**src/rtl/cond_pkg.sv**
```systemverilog
// Shared definitions for the branch-condition unit and its future users
// (e.g. the predicated-execution unit).
//   cond_t      : 8-bit condition code
//   COND_*      : bit positions inside a condition code
//   FLAG_*      : bit positions inside the stored {V,C,N,Z} flag vector
package cond_pkg;

  localparam int unsigned COND_Z    = 0;
  localparam int unsigned COND_N    = 1;
  localparam int unsigned COND_INV  = 2;
  localparam int unsigned COND_C    = 3;
  localparam int unsigned COND_V    = 4;
  localparam int unsigned COND_LT   = 5;
  localparam int unsigned COND_LOOP = 6;
  localparam int unsigned COND_LIVE = 7;

  localparam int unsigned FLAG_Z = 0;
  localparam int unsigned FLAG_N = 1;
  localparam int unsigned FLAG_C = 2;
  localparam int unsigned FLAG_V = 3;

  typedef logic [7:0] cond_t;

endpackage

```
**src/rtl/cond_eval.sv**
```systemverilog
// Purely combinational condition evaluator.
// Ports:
//   cond    : condition code (test enables, invert, live bit ignored here)
//   z,n,c,v : already-selected flag sources
//   loop_nz : loop counter is non-zero
//   result  : OR of enabled tests, optionally inverted
module cond_eval
  import cond_pkg::*;
(
  input  cond_t cond,
  input  logic  z,
  input  logic  n,
  input  logic  c,
  input  logic  v,
  input  logic  loop_nz,
  output logic  result
);

  logic raw;

  always_comb begin
    raw = (cond[COND_Z]    & z)
        | (cond[COND_N]    & n)
        | (cond[COND_C]    & c)
        | (cond[COND_V]    & v)
        | (cond[COND_LT]   & (n ^ v))
        | (cond[COND_LOOP] & loop_nz);
    result = raw ^ cond[COND_INV];
  end

  // Live bit selects sources upstream; it has no role in the evaluation itself.
  logic unused_live;
  assign unused_live = cond[COND_LIVE];

endmodule

```
**src/rtl/cond_flags_unit.sv**
```systemverilog
// Branch-condition unit: stored Z/N/C/V flags, hardware loop counter and a
// single-entry registered valid/ready output carrying the branch decision.
// Ports:
//   clk, rst                  : clock, async active-low reset
//   flag_we, alu_result,
//   alu_carry, alu_ovf        : flag capture from the ALU
//   loop_load, loop_value     : loop counter load
//   in_valid/in_ready, cond,
//   live_op                   : evaluation request
//   out_valid/out_ready,
//   result                    : registered branch decision
//   flags, loop_cnt           : debug/status views of the state
module cond_flags_unit
  import cond_pkg::*;
#(
  parameter int unsigned WIDTH     = 8,
  parameter int unsigned CNT_WIDTH = 8,
  parameter bit          LOOP_EN   = 1'b1
) (
  input  logic                 clk,
  input  logic                 rst,
  input  logic                 flag_we,
  input  logic [WIDTH-1:0]     alu_result,
  input  logic                 alu_carry,
  input  logic                 alu_ovf,
  input  logic                 loop_load,
  input  logic [CNT_WIDTH-1:0] loop_value,
  input  logic                 in_valid,
  output logic                 in_ready,
  input  cond_t                cond,
  input  logic [WIDTH-1:0]     live_op,
  output logic                 out_valid,
  input  logic                 out_ready,
  output logic                 result,
  output logic [3:0]           flags,
  output logic [CNT_WIDTH-1:0] loop_cnt
);

  logic [3:0]           flags_q;
  logic [CNT_WIDTH-1:0] loop_q;
  logic                 out_valid_q;
  logic                 result_q;

  logic accept;
  logic live;
  logic z_sel, n_sel, c_sel, v_sel;
  logic loop_nz;
  logic eval_result;

  assign in_ready = !out_valid_q || out_ready;
  assign accept   = in_valid && in_ready;
  assign live     = cond[COND_LIVE];
  assign loop_nz  = LOOP_EN && (loop_q != '0);

  // Live mode bypasses the stored flags; C and V have no live source.
  always_comb begin
    z_sel = live ? (live_op == '0)       : flags_q[FLAG_Z];
    n_sel = live ? live_op[WIDTH-1]      : flags_q[FLAG_N];
    c_sel = live ? 1'b0                  : flags_q[FLAG_C];
    v_sel = live ? 1'b0                  : flags_q[FLAG_V];
  end

  cond_eval u_eval (
    .cond    (cond),
    .z       (z_sel),
    .n       (n_sel),
    .c       (c_sel),
    .v       (v_sel),
    .loop_nz (loop_nz),
    .result  (eval_result)
  );

  // Evaluation reads flags_q before this edge, so a same-cycle capture
  // only affects later requests.
  always_ff @(posedge clk or negedge rst) begin
    if (!rst) begin
      flags_q <= '0;
    end else if (flag_we) begin
      flags_q[FLAG_Z] <= (alu_result == '0);
      flags_q[FLAG_N] <= alu_result[WIDTH-1];
      flags_q[FLAG_C] <= alu_carry;
      flags_q[FLAG_V] <= alu_ovf;
    end
  end

  // Load has priority over the decrement; decrement only when non-zero so
  // the counter saturates at 0.
  always_ff @(posedge clk or negedge rst) begin
    if (!rst) begin
      loop_q <= '0;
    end else if (LOOP_EN) begin
      if (loop_load) begin
        loop_q <= loop_value;
      end else if (accept && cond[COND_LOOP] && loop_nz) begin
        loop_q <= loop_q - CNT_WIDTH'(1);
      end
    end
  end

  always_ff @(posedge clk or negedge rst) begin
    if (!rst) begin
      out_valid_q <= 1'b0;
      result_q    <= 1'b0;
    end else if (accept) begin
      out_valid_q <= 1'b1;
      result_q    <= eval_result;
    end else if (out_ready) begin
      out_valid_q <= 1'b0;
    end
  end

  assign out_valid = out_valid_q;
  assign result    = result_q;
  assign flags     = flags_q;
  assign loop_cnt  = loop_q;

endmodule

```
**config.mk**
```make
export PLATFORM = sky130hd
export DESIGN_NAME = cond_flags_unit
export DESIGN_NICKNAME = d
export VERILOG_FILES = /design/src/rtl/cond_pkg.sv /design/src/rtl/cond_eval.sv /design/src/rtl/cond_flags_unit.sv
export SDC_FILE = /design/constraint.sdc
export NUM_CORES = 1
export LEC_CHECK = 0
export ABC_AREA = 0
export BUFFER_PORTS_ARGS = -buffer_cell sky130_fd_sc_hd__buf_4
export CAP_MARGIN = 20
export CORE_ASPECT_RATIO = 1.75
export CORE_MARGIN = 2
export CORE_UTILIZATION = 25
export DETAILED_ROUTE_END_ITERATION = 6
export PLACE_DENSITY_LB_ADDON = 0.08
export SLEW_MARGIN = 20
export SYNTH_ARGS = -nofsm -noshare
export SYNTH_HDL_FRONTEND = slang
export SYNTH_SLANG_ARGS = --single-unit
```
**constraint.sdc**
```tcl
create_clock -name clk -period 2.2 [get_ports clk]
set_clock_uncertainty 0.1 [all_clocks]
set_input_delay 0.55 -clock clk [delete_from_list [all_inputs] [get_ports clk]]
set_output_delay 0.55 -clock clk [all_outputs]
set_load 0.01 [all_outputs]
```
==> results.ini <==
[pwr]
power_density_nw_per_um2=575
ir_worst_vdd_mv=0.372
sw_frac_of_total_pct=27.3
power_switching_mw=0.214
leakagePower_nw=0.614
internal_power_mw=0.568
clockPowerShare_pct=32.0
p_seq_share_pct=39.8
power_frac_comb_pct=28.3

[routing]
routed_wl_mm=2.50
wl_per_cell_um=13.2
route.detailed.drc=0
drt_iter0_drc=8
vias=869
antenna_left=0
viasPerCell=4.60
drt_pre_antenna_iters=3

[worst_setup_path]
critPathKind=reg2reg
arrival_ns=1.87
crit_path_end_kind=flip-flop
critPathMaxStageDelay_ns=0.61
slowest_stage=or4_4
required_ns=2.23
start_kind=flip-flop
worstPathMaxFanout=5
path_delay_family=simple AND/OR/NAND/NOR gates
path_cells=or4_4 -> nor2_2 -> a21oi_2 -> mux2i_1 -> mux2_2
critPathBufInv=0

[synth]
synth-seq-cells=14
synth_area_per_cell_sq_um=9.67
synth_cells=88
synth_top_family_by_area=simple AND/OR/NAND/NOR gates
synth_mux_area_share_pct=6.47
synth-main-ff-cell=dfrtp_1
synth_nets=130
synth_fa_ha_area_share_pct=2.94
yosys.cell_types.count=34
async_reset_ff_share_pct=100
synth_xor_area_share_pct=6.18
synth-simple-area-share_pct=23.1
synth-compound-area-share_pct=16.9
ys_warn_count=0
syn-cell-area_sq_um=851
synth_edf_count=0
seq_area_frac_synth_pct=41.2

[flow_run]
cap_violations=0

[cts]
cts_buffer_depth=2
cts_tree=yes
clock_sinks=14
cts.reportedPaths.clkPinSlew_ns=0.06
htree_num_levels=1
numCtsBuffers=3
cts-root-buf=clkbuf_8
post_cts_buffers=0
cts_resized=0
clk_latency_ns=0.25
cts_hold_buffers=0

[placed_design]
io_buffers=54
hpwlAfterDp_mm=2.07
dp_slack_ns=0.313
gp_congestion=0.704

[sta]
setup_viol=0
hold_viol=0
finalSetupTns_ns=0
timing_max_transition_violations_final=0
period_minus_slack_ns=1.84
fmax_ghz=0.545
slew_headroom_pct=75.9
worst_slack_ns=0.364
tightest_slew_ns=0.358
rsz0062_at_grt=no
finalCritPeriodShare_pct=83.4

[grt]
grt_usage_pct=13.7
antenna_found_initial=0
grt_pass1_vias=921
grt_pass1_wl_mm=3.71
grt_max_degree=16
grt_overflow=0

[floorplanning]
fp-row-count=28
io_pins=55
start_util_pct=25.6
fp.dieW_um=48.1
core_area_sq_um=3330
die-height_um=81.2
dieArea_sq_um=3900

[outcome]
status=finished, final reports clean

[cells_and_area]
area_delta_synth_final_pct=59.7
seq_area_sq_um=350
nNetsFinal=187
multi_input_area_sq_um=473
drive_gt1_share_pct=50.0
fillers=347
antenna_cells=0

[min_path]
hp-class=in2async

[placed cells by master (no fill, tap or decap), types with 2 or more instances in the layout]
cell,Yosys,final
dfrtp_1,14,14
clkbuf_8,0,4
a21oi_1,2,2
nand2b_1,4,4
o21ai_0,3,3
nand4_1,2,2
nand3_1,4,4
ha_1,2,2
buf_4,0,54
o21ai_1,5,5
nor2_1,3,3
inv_1,5,5
nor4_1,4,4
nand2_1,9,9
xnor2_1,6,6
nor3_1,2,2
mux2_2,4,4
[cells in the mapped netlist (2+ instances only)]
cell / number / area [sq um]
ha_1: 2 / 25.0
xnor2_1: 6 / 52.6
nor2_1: 3 / 11.3
inv_1: 5 / 18.8
o21ai_0: 3 / 15.0
nor4_1: 4 / 25.0
nand3_1: 4 / 20.0
nand2b_1: 4 / 25.0
nand2_1: 9 / 33.8
nor3_1: 2 / 10.0
o21ai_1: 5 / 25.0
a21oi_1: 2 / 10.0
nand4_1: 2 / 12.5
dfrtp_1: 14 / 350
mux2_2: 4 / 45.0
[sequential cells by signal (all words and copies together), names as in the netlist]
name	count
loop_cnt	8
flags	4
out_valid	1
result	1
[cell families (layout without fill, tap and decap cells)]
logic type	Yosys count	in the layout
adder cells (fa/ha/maj)	2	2
multiplexers	5	5
AO/OA/AOI/OAI	19	19
buffers and inverters	7	63
flip-flops	14	14
XOR/XNOR	6	6
AND/OR/NAND/NOR	35	35
[per-stage QoR]
step	utilization, %	std cells	cell area (sq um)	total power [mW]	hold slack (ns)
3_5_place_dp	39.2	185	1300	0.541	0.320
3_3_place_gp	39.2	185	1300	0.536	0.317
4_1_cts	40.8	189	1360	0.802	0.0496
6_report	40.8	189	1360	0.781	0.0490
2_1_floorplan	-	88	851	0.413	0.154
5_1_grt	40.8	189	1360	0.834	0.0512
[layer usage]
metal / vias up / track usage, % / routed length [um]
met1: 396 / 11.3 / 814
met3: 4 / 2.00 / 172
met2: 39 / 27.5 / 1470
li1: 430 / - / -
met4: 0 / 7.30 / 46
met5: - / 0 / 0
[final timing paths]
kind	from	to	slack, ns	cells past startpoint
min in group clk	loop_value[2]	loop_cnt[2]$_DFFE_PN0P_	0.41	3
setup / recovery	loop_cnt[4]$_DFFE_PN0P_	loop_cnt[1]$_DFFE_PN0P_	0.36	5
hold / removal	rst	loop_cnt[4]$_DFFE_PN0P_	0.05	1
setup reg to reg	loop_cnt[4]$_DFFE_PN0P_	loop_cnt[1]$_DFFE_PN0P_	0.36	5
max in group asynchronous	rst	loop_cnt[3]$_DFFE_PN0P_	1.77	1
hold reg to reg	result$_DFFE_PN0P_	result$_DFFE_PN0P_	0.42	2
[power by group through the flow]
stage,combinational (mW),sequential (mW),clock [mW]
after floorplan,0.0896,0.323,0
after global placement,0.220,0.316,0
after detailed placement,0.225,0.316,0
after CTS,0.226,0.312,0.263
final,0.221,0.311,0.250
after global routing,0.247,0.315,0.272
[cell type report]
| cell class | count | share of cell area [%] |
|---|---|---|
| Sequential cell | 14 | 25.8 |
| Timing Repair Buffer | 54 | 29.8 |
| Multi-Input combinational cell | 67 | 34.8 |
| Tap cell | 45 | 4.14 |
| Clock buffer | 4 | 4.05 |
| Inverter | 5 | 1.38 |
[worst register-to-register path: stages (launching register included)]
cell and delay [ns]:
dfrtp_1 0.42, or4_4 0.61, nor2_2 0.14, a21oi_2 0.08, mux2i_1 0.12, mux2_2 0.25
Power figures use the tool's default switching activity.
